`src/rtl/fl_arb_pkg.sv`:
```
`timescale 1ns/1ps
// Shared definitions for the FrameLink arbitration blocks: width helper,
// arbiter state type and the supported port-count ceiling.
package fl_arb_pkg;

    localparam int C_MAX_PORTS = 16;

    typedef enum logic [0:0] {
        IDLE   = 1'b0,
        LOCKED = 1'b1
    } t_arb_state;

    // Ceiling log2 with a floor of 1, so single-bit fields never collapse to zero width.
    function automatic int log2(input int n);
        int r;
        r = 32'sd1;
        while ((32'sd1 <<< r) < n) begin
            r = r + 32'sd1;
        end
        return r;
    endfunction

endpackage

```
`src/rtl/fl_rr_pick.sv`:
```
`timescale 1ns/1ps
// Rotating priority encoder: returns the first requesting index found when
// scanning from ptr upward, wrapping from PORTS-1 back to 0.
module fl_rr_pick
    import fl_arb_pkg::*;
#(
    parameter int PORTS     = 4,
    parameter int SEL_WIDTH = log2(PORTS)
) (
    input  logic [PORTS-1:0]     req,
    input  logic [SEL_WIDTH-1:0] ptr,
    output logic [SEL_WIDTH-1:0] pick,
    output logic                 valid
);

    logic [SEL_WIDTH:0]   sum_s;
    logic [SEL_WIDTH-1:0] idx_s;
    logic                 hit_s;

    // Scan from farthest to nearest so the closest request to ptr wins last.
    always_comb begin
        pick  = '0;
        valid = 1'b0;
        sum_s = '0;
        idx_s = '0;
        hit_s = 1'b0;
        for (int k = PORTS - 1; k >= 0; k--) begin
            sum_s = {1'b0, ptr} + (SEL_WIDTH + 1)'(k);
            sum_s = (sum_s >= (SEL_WIDTH + 1)'(PORTS)) ? (sum_s - (SEL_WIDTH + 1)'(PORTS)) : sum_s;
            idx_s = sum_s[SEL_WIDTH-1:0];
            hit_s = req[idx_s];
            pick  = hit_s ? idx_s : pick;
            valid = valid | hit_s;
        end
    end

endmodule

```
`src/rtl/fl_rr_arbiter.sv`:
```
`timescale 1ns/1ps
// FrameLink round-robin arbiter: grants a port only at SOF and holds it until
// that frame's EOF word has left on TX. Datapath is a zero-latency mux.
module fl_rr_arbiter
    import fl_arb_pkg::*;
#(
    parameter int PORTS      = 4,
    parameter int DATA_WIDTH = 32,
    parameter int REM_WIDTH  = log2(DATA_WIDTH / 32'sd8),
    parameter int SEL_WIDTH  = log2(PORTS)
) (
    input  logic                          CLK,
    input  logic                          RESET_N,
    input  logic [PORTS-1:0]              PORT_EN,
    input  logic [PORTS*DATA_WIDTH-1:0]   RX_DATA,
    input  logic [PORTS*REM_WIDTH-1:0]    RX_REM,
    input  logic [PORTS-1:0]              RX_SOF_N,
    input  logic [PORTS-1:0]              RX_EOF_N,
    input  logic [PORTS-1:0]              RX_SOP_N,
    input  logic [PORTS-1:0]              RX_EOP_N,
    input  logic [PORTS-1:0]              RX_SRC_RDY_N,
    output logic [PORTS-1:0]              RX_DST_RDY_N,
    output logic [DATA_WIDTH-1:0]         TX_DATA,
    output logic [REM_WIDTH-1:0]          TX_REM,
    output logic                          TX_SOF_N,
    output logic                          TX_EOF_N,
    output logic                          TX_SOP_N,
    output logic                          TX_EOP_N,
    output logic                          TX_SRC_RDY_N,
    input  logic                          TX_DST_RDY_N,
    output logic [SEL_WIDTH-1:0]          TX_PORT
);

    t_arb_state           state_r, state_nxt_s;
    logic [SEL_WIDTH-1:0] ptr_r, ptr_nxt_s;
    logic [SEL_WIDTH-1:0] lock_sel_r, lock_sel_nxt_s;

    logic [PORTS-1:0]     req_s;
    logic [SEL_WIDTH-1:0] pick_s;
    logic                 pick_valid_s;
    logic [SEL_WIDTH-1:0] sel_s;
    logic [SEL_WIDTH-1:0] sel_inc_s;
    logic                 grant_s;
    logic [PORTS-1:0]     onehot_s;
    logic                 tx_xfer_s;

    // Only a port offering a valid SOF word may win a new grant.
    assign req_s = PORT_EN & ~RX_SRC_RDY_N & ~RX_SOF_N;

    fl_rr_pick #(
        .PORTS     (PORTS),
        .SEL_WIDTH (SEL_WIDTH)
    ) u_pick (
        .req   (req_s),
        .ptr   (ptr_r),
        .pick  (pick_s),
        .valid (pick_valid_s)
    );

    // Select source: the locked port unconditionally, otherwise the live pick.
    always_comb begin
        sel_s   = '0;
        grant_s = 1'b0;
        if (state_r == LOCKED) begin
            sel_s   = lock_sel_r;
            grant_s = 1'b1;
        end else begin
            sel_s   = pick_s;
            grant_s = pick_valid_s;
        end
    end

    assign sel_inc_s = (sel_s == SEL_WIDTH'(PORTS - 1)) ? '0 : (sel_s + SEL_WIDTH'(1));

    // One-hot AND-OR mux of the selected RX channel onto TX.
    always_comb begin
        onehot_s = '0;
        TX_DATA  = '0;
        TX_REM   = '0;
        for (int i = 0; i < PORTS; i++) begin
            onehot_s[i] = (sel_s == SEL_WIDTH'(i));
            TX_DATA     = TX_DATA | ({DATA_WIDTH{onehot_s[i]}} & RX_DATA[i*DATA_WIDTH +: DATA_WIDTH]);
            TX_REM      = TX_REM | ({REM_WIDTH{onehot_s[i]}} & RX_REM[i*REM_WIDTH +: REM_WIDTH]);
        end
    end

    assign TX_SOF_N     = ~|(onehot_s & ~RX_SOF_N);
    assign TX_EOF_N     = ~|(onehot_s & ~RX_EOF_N);
    assign TX_SOP_N     = ~|(onehot_s & ~RX_SOP_N);
    assign TX_EOP_N     = ~|(onehot_s & ~RX_EOP_N);
    // Handshakes are held off while in reset so a truncated frame cannot leak through.
    assign TX_SRC_RDY_N = ~(RESET_N & grant_s & (|(onehot_s & ~RX_SRC_RDY_N)));
    assign RX_DST_RDY_N = ~({PORTS{RESET_N & grant_s & ~TX_DST_RDY_N}} & onehot_s);
    assign TX_PORT      = sel_s & {SEL_WIDTH{RESET_N}};
    assign tx_xfer_s    = ~TX_SRC_RDY_N & ~TX_DST_RDY_N;

    // Next-state: lock on a multi-word frame start, rotate ptr past the port at EOF.
    always_comb begin
        state_nxt_s    = state_r;
        ptr_nxt_s      = ptr_r;
        lock_sel_nxt_s = lock_sel_r;
        case (state_r)
            IDLE: begin
                if (tx_xfer_s && (TX_EOF_N == 1'b0)) begin
                    ptr_nxt_s = sel_inc_s;
                end else if (tx_xfer_s) begin
                    state_nxt_s    = LOCKED;
                    lock_sel_nxt_s = sel_s;
                end else begin
                    state_nxt_s = IDLE;
                end
            end
            LOCKED: begin
                if (tx_xfer_s && (TX_EOF_N == 1'b0)) begin
                    state_nxt_s = IDLE;
                    ptr_nxt_s   = sel_inc_s;
                end else begin
                    state_nxt_s = LOCKED;
                end
            end
            default: begin
                state_nxt_s = IDLE;
            end
        endcase
    end

    // Arbiter state, rotation pointer and locked port.
    always_ff @(posedge CLK or negedge RESET_N) begin
        if (!RESET_N) begin
            state_r    <= IDLE;
            ptr_r      <= '0;
            lock_sel_r <= '0;
        end else begin
            state_r    <= state_nxt_s;
            ptr_r      <= ptr_nxt_s;
            lock_sel_r <= lock_sel_nxt_s;
        end
    end

endmodule
```
`config.mk`:
```
export PLATFORM = sky130hd
export DESIGN_NAME = fl_rr_arbiter
export DESIGN_NICKNAME = d
export VERILOG_FILES = /design/src/rtl/fl_arb_pkg.sv /design/src/rtl/fl_rr_pick.sv /design/src/rtl/fl_rr_arbiter.sv
export SDC_FILE = /design/constraint.sdc
export NUM_CORES = 1
export LEC_CHECK = 0
export CORE_MARGIN = 5
export CORE_UTILIZATION = 24
export DETAILED_ROUTE_END_ITERATION = 10
export GPL_ROUTABILITY_DRIVEN = 0
export GPL_TIMING_DRIVEN = 1
export PLACE_DENSITY = 0.86
export SYNTH_ARGS = -nofsm -noshare
export SYNTH_HDL_FRONTEND = slang
export SYNTH_SLANG_ARGS = --single-unit
```
`constraint.sdc`:
```
create_clock -name CLK -period 3.7 [get_ports CLK]
set_clock_uncertainty 0.1 [all_clocks]
set_input_delay 0.74 -clock CLK [delete_from_list [all_inputs] [get_ports CLK]]
set_output_delay 0.74 -clock CLK [all_outputs]
set_load 0.05 [all_outputs]
```
After elaboration in Yosys (flattened, before gate mapping)

Cells that the tools add are included.
Widths: inputs -> output; s select.

Input port bits: 163
Register bits after elaboration: 5

Reductions and logical operators: 12
Order comparisons: 8
Equality and inequality tests: 3
Multiplexer cells: 24
Bitwise logic cells: 40
Add/subtract/negate cells: 8

Operator list:

| cell                | count |
|---|---|
| $and 32x32->32      | 4 |
| $or 32x32->32       | 3 |
| $and 4x4->4         | 8 |
| $not 4->4           | 6 |
| $mux 2              | 11 |
| $reduce_or 4->1     | 5 |
| $lt 2x3->1 const B  | 4 |
| $and 2x2->2         | 5 |
| $ge 3x3->1 const B  | 3 |
| $bmux 1 s2          | 4 |
| $mux 1              | 8 |
| $sub 2x1->2 const B | 4 |
| $add 2x2->3 const B | 2 |
| $or 2x2->2          | 3 |
| $and 1x1->1         | 4 |
| $eq 2x2->1 const B  | 2 |
| $logic_not 1->1     | 4 |
| $not 1->1           | 4 |
| $add 2x1->3 const B | 1 |
| $ge 2x3->1 const B  | 1 |
| $or 1x1->1          | 3 |
| $reduce_and 3->1    | 1 |
| $add 2x1->2 const B | 1 |
| $eq 2x1->1 const B  | 1 |
| other kinds (3)     | 3 |

Longest topological paths before layout

Word-level depth: 18
Mapped depth: 10
Gate-level depth less buffers: 9

Cells and area by module

From an unflattened synthesis, not the netlist that was laid out.

Cell total of the unflattened synthesis: 190
Area total of the unflattened synthesis: 1341.3 µm²

Modules (own cells, without submodules):

| module        | cells each | instances | area an instance (µm²) | sequential area each (µm²) |
|---|---|---|---|---|
| fl_rr_arbiter | 175        | 1         | 1260.0                 | 125.1 |
| fl_rr_pick    | 15         | 1         | 81.3                   | 0.0 |

Worst setup path before layout

OpenSTA, ideal clock, no wires.

Path kind: input -> output
Start point: in RX_SOF_N[1]
End point: out TX_EOP_N
Path slack: -657 ps
Stages: 9
Required time: 2860 ps
Arrival time: 3517 ps
Path through: nor3b_4 -> a21oi_2 -> o41ai_2 -> inv_1 -> ha_1 -> clkbuf_1 -> inv_1 -> o22ai_1 -> a221oi_1

Word-level cells in the longest chain between the ends: 13
Elaborated cells between the ends (all ways): 22
Those cells by class: eq/ne (3); mux (13); bitwise (3); reduce/logical (3)

Ends and longest elaborated chain:

| element                                  | RTL line            | source |
|---|---|---|
| from (decl)                              | fl_rr_arbiter.sv:17 | `input logic [PORTS-1:0] RX_SOF_N,` |
| $not 4->4 (*)                            | fl_rr_arbiter.sv:48 | `assign req_s = PORT_EN & ~RX_SRC_RDY_N & ~RX_SOF_N;` |
| $and 4x4->4 (*)                          | fl_rr_arbiter.sv:48 |  |
| $bmux 1 s2                               | fl_rr_pick.sv:31    | `hit_s = req[idx_s];` |
| $mux 1 (implied by the code)             | fl_rr_pick.sv:31    |  |
| $mux 2 (3 in series)                     | fl_rr_pick.sv:32    | `pick = hit_s ? idx_s : pick;` |
| $mux 2 (*)                               | fl_rr_pick.sv:32    |  |
| $mux 2 (*)                               | fl_rr_arbiter.sv:64 | `if (state_r == LOCKED) begin` |
| named net sel_s[0]                       | fl_rr_arbiter.sv:41 | `logic [SEL_WIDTH-1:0] sel_s;` |
| $eq 2x1->1, or another cell as far along | fl_rr_arbiter.sv:81 | `onehot_s[i] = (sel_s == SEL_WIDTH'(i));` |
| $and 4x4->4 (*)                          | fl_rr_arbiter.sv:90 | `assign TX_EOP_N = ~\|(onehot_s & ~RX_EOP_N);` |
| $reduce_or 4->1 (*)                      | fl_rr_arbiter.sv:90 |  |
| $logic_not 1->1 (*)                      | fl_rr_arbiter.sv:90 |  |
| to (decl)                                | fl_rr_arbiter.sv:28 | `output logic TX_EOP_N,` |

Mark *: on every way through the listed nets, which the timed path passes. The rest lies on a longest branch. The select of a mux whose other input is x is not followed.

Worst setup path after layout

Start point: in PORT_EN[3]
End point: out TX_SRC_RDY_N

Word-level cells in the longest chain between the ends: 14
Elaborated cells between the ends (all ways): 28
Those cells by class: eq/ne (3); mux (14); bitwise (9); reduce/logical (2)

Ends and longest elaborated chain:

| element                                  | RTL line            | source |
|---|---|---|
| from (decl)                              | fl_rr_arbiter.sv:14 | `input logic [PORTS-1:0] PORT_EN,` |
| $and 4x4->4 (*) (2 in series)            | fl_rr_arbiter.sv:48 |  |
| $bmux 1 s2                               | fl_rr_pick.sv:31    |  |
| $mux 1 (implied by the code)             | fl_rr_pick.sv:31    |  |
| $mux 2 (3 in series)                     | fl_rr_pick.sv:32    |  |
| $mux 2 (*)                               | fl_rr_pick.sv:32    |  |
| $mux 2 (*)                               | fl_rr_arbiter.sv:64 |  |
| named net sel_s[0]                       | fl_rr_arbiter.sv:41 |  |
| $eq 2x1->1, or another cell as far along | fl_rr_arbiter.sv:81 |  |
| $and 4x4->4 (*)                          | fl_rr_arbiter.sv:92 | `assign TX_SRC_RDY_N = ~(RESET_N & grant_s & (\|(onehot_s & ~RX_SRC_RDY_N)));` |
| $reduce_or 4->1 (*)                      | fl_rr_arbiter.sv:92 |  |
| $and 1x1->1 (*)                          | fl_rr_arbiter.sv:92 |  |
| $not 1->1 (*)                            | fl_rr_arbiter.sv:92 |  |
| to (decl)                                | fl_rr_arbiter.sv:29 | `output logic TX_SRC_RDY_N,` |

Marked as above.

==> reports/metrics.cfg <==
[status]
status = finished, violations left
violations = setup timing

[setup_path]
required_ps = 2860
cpMaxStageDelayCell = o41ai_4
critPathKind = in -> out
cp-start-kind = input port
crit_buf_inv = 5
crit_top_cell = buf_6
cp_slowest_stage_delay_ps = 360
critPathCaptureType = output pin
arrival_ps = 2880
crit_fanout = 8
worstPathCellList = clkdlybuf4s15_1, nor3b_4, a21oi_4, o41ai_4, buf_4, buf_6, ha_4, buf_8, nand2b_4, a41oi_2, o21ai_2, buf_6
path_delay_family = buffers and inverters

[drt]
drtIter0Drc = 101
dr.pass1.iters = 4
routed_via_density = 5.53
drc = 0
routed_wirelength_um = 12500
ant_nets = 0
vias = 2815
wl_per_cell_um = 24.5

[yosys]
synth-async-reset-ratio_pct = 100
yosys_most_used_dff = dfrtp_1
synthMostInstantiatedCell = a22oi_1
yosysWarningCount = 0
yosys.area.top_type_share_pct = 35.6
avgSynthCellArea_um2 = 7.24
yosys-mux-area-fraction_pct = 3.23
synth_adder_area_share_pct = 3.49
ys_seq_area_share_pct = 8.73
synth.area.top_cells = a22oi_1 36%, nand2_1 11%, dfrtp_1 8.7%, inv_1 3.7%, ha_1 3.5%
synthSimpleGateAreaFrac_pct = 28.0
syn_nets = 365
ys_ff_latch = 5
yosysTopAreaCell = a22oi_1
synthCells = 198
synth_top_family_by_area = compound AO/OA/AOI/OAI gates
synth-edff-count = 0
synth_xor_xnor_area_share_pct = 0
syn_area_um2 = 1430
synth_compound_area_share_pct = 48.6
yosys-top-cells-count = 68 x a22oi_1, 41 x nand2_1, 14 x inv_1, 10 x clkbuf_1, 6 x nand2b_1
synth_cell_types = 37

[sta]
rsz0062_at_grt = true
drv_slew = 0
finalHoldViolCount = 0
fin_crit_sh_pct = 101
setup-violations-final = 1
fmax_ghz = 0.269
whs_ps = 432
worst_slack_ps = -20.3
tightestPinTransition_ps = 400
period_minus_slack_ps = 3720
relSlewSlack_pct = 73.3

[place]
hpwl_um = 8010
io_buffers = 207
dp_slack_ps = -473

[cts]
cts_root_buf = clkbuf_8
hold_buffers = 0
htree_levels = 1
clkTransAtPathRegs_ps = 40
clock_sinks = 5
cts_tree = done
clock_latency_ps = 230
clk_path_buf_depth = 2
cts_buffers = 3

[finish]
final_core_util_pct = 87.7
drive_gt1_share_pct = 55.1
syn2layout_area_growth_pct = 258
diodes = 0
final_nets = 602

[min_path]
worstHoldPathType = reg -> reg

[floorplanning]
die_h_um = 87.3
fp.coreArea_um2 = 5850
rows = 28
start_util_pct = 24.5
die_x_um = 87.3
pin_count = 208
dieArea_um2 = 7610

[pwr]
power.density_nw_per_um2 = 784
p_leak_nw = 1.99
ir_drop_mv = 0.536

[global_routing]
grt_pass1_wl_um = 17000
antenna_found_initial = 0
gr-usage-all-layers_pct = 28.9
grt_pass1_vias = 3001
grt_max_degree = 26
grt_overflow = 0

[job]
drv_cap = 0

## cells by family after synthesis
logic type,Yosys count
buffers and inverters,30
DFF,5
AOI/OAI and AO/OA,90
and+or+nand+nor,65
adders and majority gates,4
muxes,4
## worst paths after layout
check | from | endpoint | slack [ps] | depth (start not counted)
worst min-delay path | lock_sel_r[0]$_DFFE_PN0P_ | lock_sel_r[0]$_DFFE_PN0P_ | 430 | 1
worst min register to register | lock_sel_r[0]$_DFFE_PN0P_ | lock_sel_r[0]$_DFFE_PN0P_ | 430 | 1
min in group asynchronous | RESET_N | ptr_r[1]$_DFFE_PN0P_ | 670 | 1
max in group asynchronous | RESET_N | lock_sel_r[1]$_DFFE_PN0P_ | 2590 | 1
worst max register to register | ptr_r[1]$_DFFE_PN0P_ | lock_sel_r[1]$_DFFE_PN0P_ | 550 | 13
worst max-delay path | PORT_EN[3] | TX_SRC_RDY_N | -20 | 12
## timing repair
item	CTS	global route
endpoints found under the setup margin	45	40
resized for setup	148	37
pin swaps	26	23
cloned	5	2
setup buffers	9	3
## layer usage
metal	up-vias	global-route usage, %	wire [um]
met4	0	9.90	494
li1	1251	-	-
met3	48	6.91	974
met1	1339	29.4	4010
met5	-	0	0
met2	177	56.3	6980
## where the power goes
part	leakage (nW)	switching [mW]	internal, mW
combinational	1.91	2.02	1.77
sequential	0.0599	0.0477	0.0761
clock	0.0255	0.0349	0.0730
total	1.99	2.11	1.92
## area by class of cell
| class | count | area, um^2 |
|---|---|---|
| clock buffers | 3 | 41.3 |
| flip-flops and latches | 5 | 125 |
| repair buffers | 248 | 2990 |
| well taps | 75 | 93.8 |
| inverters | 14 | 55.1 |
| fillers | 259 | 721 |
| multi-input cells | 163 | 1820 |
| clock inverters | 1 | 5.00 |
## cells in the final DEF (no fill, tap or decap), drive strengths merged, types with 5 or more instances in the layout
cell,n
a22oi,68
nand2b,7
clkbuf,9
inv,14
clkdlybuf4s50,150
buf,91
dfrtp,5
nand2,41
## metrics by stage
stage                     cell area (um^2)  power (mW)  setup TNS [ps]  instances
after floorplan                       1530        1.71            -518        198
after global placement                4170        3.22          -10280        487
after detailed placement              4170        3.27          -14680        487
after CTS                             4930        3.89               0        504
after global routing                  5130        4.13            -524        509
final                                 5130        4.02           -20.3        509
Power figures use the tool's default switching activity.
